===== src/rtl/demux2_stream16_pkg.sv =====
// demux2_pkg: shared types and default sizes for the 1-to-2 stream demux.
//   chan_e       : destination channel encoding carried by in_sel
//   slot_state_e : EMPTY/FULL state of one output holding slot
//   DMX_WIDTH    : default data width
//   DMX_CNT_W    : default delivered-word counter width
package demux2_pkg;

  typedef enum logic {CH0 = 1'b0, CH1 = 1'b1} chan_e;

  typedef enum logic {SLOT_EMPTY, SLOT_FULL} slot_state_e;

  localparam int DMX_WIDTH = 16;
  localparam int DMX_CNT_W = 8;

endpackage


===== src/rtl/demux2_stream16_slot.sv =====
// demux_slot: one output channel of the demux. Holds a single word, tracks
// EMPTY/FULL, reports whether it can take a word this cycle, and counts the
// words handed to the consumer.
//
// Handshake: a word moves on an edge exactly when valid && ready. valid and q
// are stable while valid && !ready. load may only be raised while free is high.
//
// Ports:
//   clk, rst : clock, asynchronous active-high reset
//   load     : write d into the holding register this cycle
//   d        : incoming word
//   ready    : consumer ready
//   valid    : slot is FULL (also the visible FSM state)
//   q        : holding register
//   free     : slot can take a word this cycle (empty or draining)
//   cnt      : delivered-word counter, wraps silently
module demux_slot
  import demux2_pkg::*;
#(
  parameter int WIDTH = DMX_WIDTH,
  parameter int CNT_W = DMX_CNT_W
) (
  input  logic             clk,
  input  logic             rst,
  input  logic             load,
  input  logic [WIDTH-1:0] d,
  input  logic             ready,
  output logic             valid,
  output logic [WIDTH-1:0] q,
  output logic             free,
  output logic [CNT_W-1:0] cnt
);

  slot_state_e state, state_next;

  // State register
  always_ff @(posedge clk or posedge rst) begin
    if (rst) begin
      state <= SLOT_EMPTY;
    end else begin
      state <= state_next;
    end
  end

  // Next-state: a load always leaves the slot FULL, even when the old word
  // drains on the same edge, which is what gives one word per cycle.
  always_comb begin
    state_next = state;
    if (load) begin
      state_next = SLOT_FULL;
    end else if (state == SLOT_FULL && ready) begin
      state_next = SLOT_EMPTY;
    end
  end

  // Outputs
  always_comb begin
    valid = (state == SLOT_FULL);
    free  = (state == SLOT_EMPTY) || ready;
  end

  // Holding register: only written on load, so it stays put while stalled.
  always_ff @(posedge clk or posedge rst) begin
    if (rst) begin
      q <= '0;
    end else if (load) begin
      q <= d;
    end
  end

  // Delivered-word counter
  always_ff @(posedge clk or posedge rst) begin
    if (rst) begin
      cnt <= '0;
    end else if (valid && ready) begin
      cnt <= cnt + CNT_W'(1);
    end
  end

endmodule


===== src/rtl/demux2_stream16.sv =====
// demux2_stream16: registered 1-to-2 stream demultiplexer. Each accepted
// input word is steered by in_sel into one of two independently
// back-pressured output slots.
//
// Handshake: every stream transfers a word on a rising edge where
// valid && ready. in_ready depends only on in_sel and the addressed slot
// (never on in_valid); outN_valid/outN_data hold while stalled.
//
// Ports:
//   clk, rst                          : clock, asynchronous active-high reset
//   in_valid, in_ready, in_sel, in_data : input stream, in_sel picks channel
//   out0_valid, out0_ready, out0_data   : channel 0 stream
//   out1_valid, out1_ready, out1_data   : channel 1 stream
//   cnt0, cnt1                          : delivered words per channel
module demux2_stream16
  import demux2_pkg::*;
#(
  parameter int WIDTH = DMX_WIDTH,
  parameter int CNT_W = DMX_CNT_W
) (
  input  logic             clk,
  input  logic             rst,
  input  logic             in_valid,
  output logic             in_ready,
  input  logic             in_sel,
  input  logic [WIDTH-1:0] in_data,
  output logic             out0_valid,
  input  logic             out0_ready,
  output logic [WIDTH-1:0] out0_data,
  output logic             out1_valid,
  input  logic             out1_ready,
  output logic [WIDTH-1:0] out1_data,
  output logic [CNT_W-1:0] cnt0,
  output logic [CNT_W-1:0] cnt1
);

  chan_e dest;
  logic  free0, free1;
  logic  load0, load1;

  // Only the addressed slot gates the input, so a stalled channel never
  // blocks words headed for the other one.
  always_comb begin
    dest     = chan_e'(in_sel);
    in_ready = (dest == CH1) ? free1 : free0;
    load0    = in_valid && in_ready && (dest == CH0);
    load1    = in_valid && in_ready && (dest == CH1);
  end

  demux_slot #(.WIDTH(WIDTH), .CNT_W(CNT_W)) u_slot0 (
    .clk   (clk),
    .rst   (rst),
    .load  (load0),
    .d     (in_data),
    .ready (out0_ready),
    .valid (out0_valid),
    .q     (out0_data),
    .free  (free0),
    .cnt   (cnt0)
  );

  demux_slot #(.WIDTH(WIDTH), .CNT_W(CNT_W)) u_slot1 (
    .clk   (clk),
    .rst   (rst),
    .load  (load1),
    .d     (in_data),
    .ready (out1_ready),
    .valid (out1_valid),
    .q     (out1_data),
    .free  (free1),
    .cnt   (cnt1)
  );

endmodule


===== config.mk =====
export PLATFORM = sky130hd
export DESIGN_NAME = demux2_stream16
export DESIGN_NICKNAME = d
export VERILOG_FILES = /design/src/rtl/demux2_stream16_pkg.sv /design/src/rtl/demux2_stream16_slot.sv /design/src/rtl/demux2_stream16.sv
export SDC_FILE = /design/constraint.sdc
export NUM_CORES = 1
export LEC_CHECK = 0
export CORE_MARGIN = 2
export CORE_UTILIZATION = 40
export DETAILED_ROUTE_END_ITERATION = 10
export GPL_ROUTABILITY_DRIVEN = 0
export PLACE_DENSITY_LB_ADDON = 0.3
export SETUP_SLACK_MARGIN = 0.15
export SYNTH_ARGS = -nofsm -noshare
export SYNTH_HDL_FRONTEND = slang
export SYNTH_SLANG_ARGS = --single-unit

===== constraint.sdc =====
create_clock -name clk -period 1.5 [get_ports clk]
set_clock_uncertainty 0.1 [all_clocks]
set_input_delay 0.3 -clock clk [delete_from_list [all_inputs] [get_ports clk]]
set_output_delay 0.3 -clock clk [all_outputs]
set_load 0.02 [all_outputs]

Word-level counts from Yosys, hierarchy flattened

Cells that the tools add are included.

Output and inout port bits: 51
Latch bits: 0
Logic and storage cells: 25
Memories kept: 0
Memory bits (read-only): 0
Input bits: 22
Bits in writable memories: 0
Bits in registers: 50

Bitwise operators: 3
Reductions and logical operators: 9
Eq/ne operators: 0
Shifts and indexed selects: 0
Div/mod/pow operators: 0
Multiply operators: 0
Add/sub/neg operators: 2
Order comparisons: 0
Muxes and demuxes: 5

Operators by type and width:

| cell                                                          | count |
|---|---|
| 8-bit by 1-bit adder with 8-bit output, second input constant | 2 |
| 1-bit logical AND                                             | 5 |
| 1-bit 2-to-1 mux                                              | 5 |
| 2-bit nonzero test                                            | 2 |
| 1-bit NOT                                                     | 3 |
| 1-bit logical OR                                              | 2 |

Logic depth before layout (Yosys ltp)

Gate-level depths: netlist (run 1).

Word-level depth: 6
Depth in mapped cells: 5
Gate-level depth less buffers: 3

Modules after synthesis

A second synthesis (run 1) with hierarchy kept.

Cells, all modules: 135
Area total of the unflattened synthesis: 2,097.0 um2

Modules (own cells, without submodules):

| module          | area an instance (um2) | times used | sequential area each (um2) | cells each |
|---|---|---|---|---|
| demux_slot      | 1,032.2                | 2          | 625.6                      | 66 |
| demux2_stream16 | 32.5                   | 1          | 0.0                        | 3 |

Least setup slack after synthesis (run 1)

OpenSTA, ideal clock, no wires.

Path kind: reg2reg
From: register u_slot0.state (netlist: u_slot0.valid)
To: register u_slot0.q[0]
Arrival: 1.386 ns
Cell stages (with the launch flop): 5
Setup time: 0.125 ns
Slack: -0.111 ns
Data required time: 1.275 ns
Buffers on the path: 1
Clock period less this slack: 1.611 ns
Cells stage by stage: dfrtp_1 -> nand2b_2 -> nor3b_4 -> buf_6 -> mux2_2

Longest elaborated chain between the ends: 5

Ends and longest elaborated chain:

| element                        | line                       | text |
|---|---|---|
| from (decl)                    | demux2_stream16_slot.sv:34 | `slot_state_e state, state_next;` |
| from (signal assigned)         | demux2_stream16_slot.sv:41 | `state <= state_next;` |
| 1-bit NOT                      | demux2_stream16_slot.sv:59 | `free = (state == SLOT_EMPTY) \|\| ready;` |
| 1-bit logical OR               | demux2_stream16_slot.sv:59 |  |
| 1-bit 2-to-1 mux               | demux2_stream16.sv:45      | `in_ready = (dest == CH1) ? free1 : free0;` |
| 1-bit logical AND (2 in a row) | demux2_stream16.sv:46      | `load0 = in_valid && in_ready && (dest == CH0);` |
| to (signal assigned)           | demux2_stream16_slot.sv:65 | `q <= '0;` |
| to (signal assigned)           | demux2_stream16_slot.sv:67 | `q <= d;` |
| to (decl)                      | demux2_stream16_slot.sv:29 | `output logic [WIDTH-1:0] q,` |

No other way between the ends.
A chain may end at the register's enable or synchronous reset.

Worst setup path in the final report (run 1)

From: register u_slot0.state (netlist: u_slot0.valid)
To: output port in_ready

Longest elaborated chain between the ends: 3

Ends and longest elaborated chain:

| element          | line                       | text |
|---|---|---|
| 1-bit NOT        | demux2_stream16_slot.sv:59 |  |
| 1-bit logical OR | demux2_stream16_slot.sv:59 |  |
| 1-bit 2-to-1 mux | demux2_stream16.sv:45      |  |
| to (decl)        | demux2_stream16.sv:24      | `output logic in_ready,` |

No other way between the ends.

==> results by stage, run 1 <==
Route:
- The detailed router's first-iteration violation count is 57.
- The routed via count is 1434.
- Before antenna repair, the detailed router went through 4 iterations.
- Once detail routing completed, the nets flagged for antenna violations numbered 0.
- For this run, design rule violations remaining after detail routing come to 0.
- Wires add up to 4680 µm.
- The mean routed wirelength per cell is 15.5 µm.
- After detailed routing, the number of vias per cell comes to 4.76.

Place:
- Detailed placement finished with a half-perimeter wire length of 3260 µm.
- OpenSTA, run right after detailed placement, puts the worst setup slack at -0.632 ns.
- Input and output buffers added on the ports amount to slightly above 70.

Setup path:
- The required time of the worst setup path is approximately 1.1 ns.
- The number of cell instances on the worst register-to-register path is 5.
- STA classifies the critical path startpoint as a flop.
- The launch instance of the worst register-to-register path is u_slot0.valid.
- The worst reg2reg path endpoint is u_slot0.q[9].
- The endpoint class of the critical path is an output port.
- The worst endpoint data arrival time is 1.17 ns.
- The maximum net fanout on the critical path is 2.
- The classification of the worst setup path is reg2out.
- The slack of the worst reg-to-reg path is -0.07 ns.

Layout:
- The post-route netlist has about 56% of its cells at a drive strength greater than 1.
- The storage element area is 0.00125 mm².
- Cells fill 63.2% of the core in the end.
- The combined area of the multi-input logic cells is 825 µm².
- The post-layout net count is between 200 and 300.
- The layout has between 400 and 500 filler cells.
- The area added between synthesis and finish is 51.0%.
- 0 antenna diodes ended up in the layout.

Yosys:
- The commonest cells after synthesis are sky130_fd_sc_hd__dfrtp_1 (50), sky130_fd_sc_hd__mux2_2 (35), sky130_fd_sc_hd__xnor2_1 (12), sky130_fd_sc_hd__nand4_1 (8), sky130_fd_sc_hd__nand2_1 (6).
- The share of the synthesized area in the top cell type is between 60% and 70%.
- The net count of the mapped netlist is 157.
- Yosys mapped a number of flops with a built-in enable equal to 0.
- The most common cell in the synthesized netlist is sky130_fd_sc_hd__dfrtp_1.
- For this run, asynchronously set or reset flops after synthesis account for 100%.
- The Yosys warning count is 0.
- Synthesis inferred 50 register bits.
- The post-synthesis instance area is between 0.002 and 0.0025 mm².
- After synthesis, flip-flops and latches occupy between 60% and 70% of the total area.
- The average cell area after synthesis is around 15 µm².
- The synthesized design spends more area on one cell type than any other, namely sky130_fd_sc_hd__dfrtp_1.
- By area the synthesized netlist is led by sky130_fd_sc_hd__dfrtp_1 (63%), sky130_fd_sc_hd__mux2_2 (20%), sky130_fd_sc_hd__xnor2_1 (5.2%).
- Yosys mapped the design onto 19 distinct sky130hd cell types.
- The cell count after synthesis is 133.
- Among all flip-flop cells after synthesis, the most frequent one is sky130_fd_sc_hd__dfrtp_1.

Floorplanning:
- The initial utilization of the core area, before any placement, comes to approximately two fifths.
- The area of the core is 0.00479 mm².
- The die covers 0.00559 mm².
- Measured along the x axis, the die boundary spans 74.7 µm.
- The overall die height is 74.7 µm.
- The number of placement rows is 25.
- 73 I/O pins were placed.

STA:
- Setup repair after global routing could not meet its margin everywhere.
- The worst path setup slack after routing is -0.0692 ns.
- The actual slew at the worst max-slew pin is around 0.26 ns.
- Measured against its own limit, the worst slew margin works out to 82.4%.
- Setup violations remaining at the end of the flow were counted as 18.
- The smallest clock period supported by the final layout is computed as ~1.6 ns.
- The timing-limited maximum frequency is 0.637 GHz.
- The number of failing hold endpoints at the final stage is 0.
- The part of the cycle the worst path needs is 105%.
- The total count of max-transition violations in the final report is 0.

CTS:
- The tree is rooted in a sky130_fd_sc_hd__clkbuf_8.
- In this run the deepest clock path goes through 2 buffers.
- The TritonCTS clock tree is done.
- The number of clock buffers added by TritonCTS is 5.
- The clock reaches the later pin of the worst-skew pair after 0.30 ns.
- The H-tree was split into 2 levels.
- The number of clock sinks is 50.
- Clock-pin slew was measured on the worst setup and hold paths at 0.10 ns.

Global routing:
- The first global-routing pass estimated 7230 µm of wire.
- The number of antenna violations at the first check in global routing is 0.
- The via count of the first global-routing pass came to 1518.
- The overall fraction of global-route tracks in use is about 17%.
- After global routing the overflow that remains totals 0.
- The largest net degree at the start of global routing is 51.

Power:
- The leakage power summed over all cells is 1.48 nW.
- The worst-case IR drop observed on VDD is roughly 0.92 mV.
- The power per unit of standard cell area is ~1400 mW/mm².

Outcome:
- The final reports fail on setup timing.
- The run finished, with violations left.

Flow run:
- The max-cap check violation count is 0.

Worst hold path:
- The class of the tightest hold or removal check is in2async.
final cells by class:
type | count | area share (%)
Sequential cell | 50 | 41.5
Multi-Input combinational cell | 76 | 27.3
Timing Repair Buffer | 98 | 24.8
Tap cell | 67 | 2.77
Clock buffer | 6 | 2.73
Clock inverter | 2 | 0.579
Inverter | 2 | 0.373
worst max path at each step:
stage | start | end | slack [ns] | cells past startpoint
finish | u_slot0.valid | in_ready | -0.07 | 3
global route | u_slot0.valid | u_slot0.q[11] | -0.12 | 5
CTS | u_slot1.valid | in_ready | -0.07 | 3
detailed placement | out0_ready | in_ready | -0.63 | 4
global placement | out0_ready | in_ready | -0.62 | 4
floorplan | u_slot0.valid | u_slot0.q[0] | -0.08 | 4
logic make-up after synthesis:
logic type	synth area share (%)
flops	62.5
fa+ha+maj	1.25
mux	19.7
compound gates	0.250
buf+inv	2.31
xor+xnor	6.13
simple gates	7.87
placed cells by master (no fill, tap or decap), drive strengths merged:
cell	count
clkbuf	7
inv	1
ha	2
buf	76
o21ai	1
clkinvlp	1
nand4	8
dlygate4sd2	3
and2	2
nor2b	1
nand2b	2
nand2	6
clkdlybuf4s50	18
xnor2	12
mux2	35
clkinv	2
and3	4
xor2	2
nor3b	1
dfrtp	50
registers in the layout (all words and copies together) (netlist names):
register       cells
u_slot0.q         16
u_slot1.q         16
u_slot0.cnt        8
u_slot1.cnt        8
u_slot0.valid      1
u_slot1.valid      1
power by group:
part / leakage, nW / internal (W) / switching [W]
registers: 0.604 / 0.00165 / 0.000176
clock network: 0.0514 / 0.000380 / 0.000449
logic: 0.824 / 0.000808 / 0.000878
layer usage:
metal	global-route usage, %	wire [µm]
met1	21.2	1830
met3	3.08	212
met4	8.73	80
met2	29.9	2560
met5	0	0
through the flow:
| step | power, W | hold WS, ns | setup TNS (ns) | std cells | instance area (µm²) |
|---|---|---|---|---|---|
| 2_1_floorplan | 0.00275 | 0.242 | -0.907 | 133 | 2070 |
| 3_3_place_gp | 0.00366 | 0.361 | -14.51 | 286 | 3020 |
| 3_5_place_dp | 0.00373 | 0.370 | -16.82 | 286 | 3020 |
| 4_1_cts | 0.00437 | 0.325 | -1.27 | 301 | 3000 |
| 5_1_grt | 0.00458 | 0.347 | -2.09 | 301 | 3020 |
| 6_report | 0.00434 | 0.313 | -0.777 | 301 | 3020 |
worst max-delay path, stage by stage, from the launching register on:
cell and delay, ns:
sky130_fd_sc_hd__dfrtp_2 0.39, sky130_fd_sc_hd__nand2b_4 0.07, sky130_fd_sc_hd__mux2_4 0.28, sky130_fd_sc_hd__buf_6 0.13
timing repair:
item,in CTS,in global routing
hold buffers,0,0
setup endpoints to repair,83,48
gates resized for setup,222,13
pin swaps,0,8
gates cloned,1,0
buffers inserted,6,0
(Power assumes the default switching activity.)
==> run 2, diff against run 1 <==
--- a/config.mk
+++ b/config.mk
@@ -7,6 +7,7 @@
 export LEC_CHECK = 0
 export CORE_MARGIN = 2
 export CORE_UTILIZATION = 40
+export CTS_CLUSTER_SIZE = 30
 export DETAILED_ROUTE_END_ITERATION = 10
 export GPL_ROUTABILITY_DRIVEN = 0
 export PLACE_DENSITY_LB_ADDON = 0.3
==> results of run 2 <==
The final DEF is identical to that of run 1; final timing and power are the same.
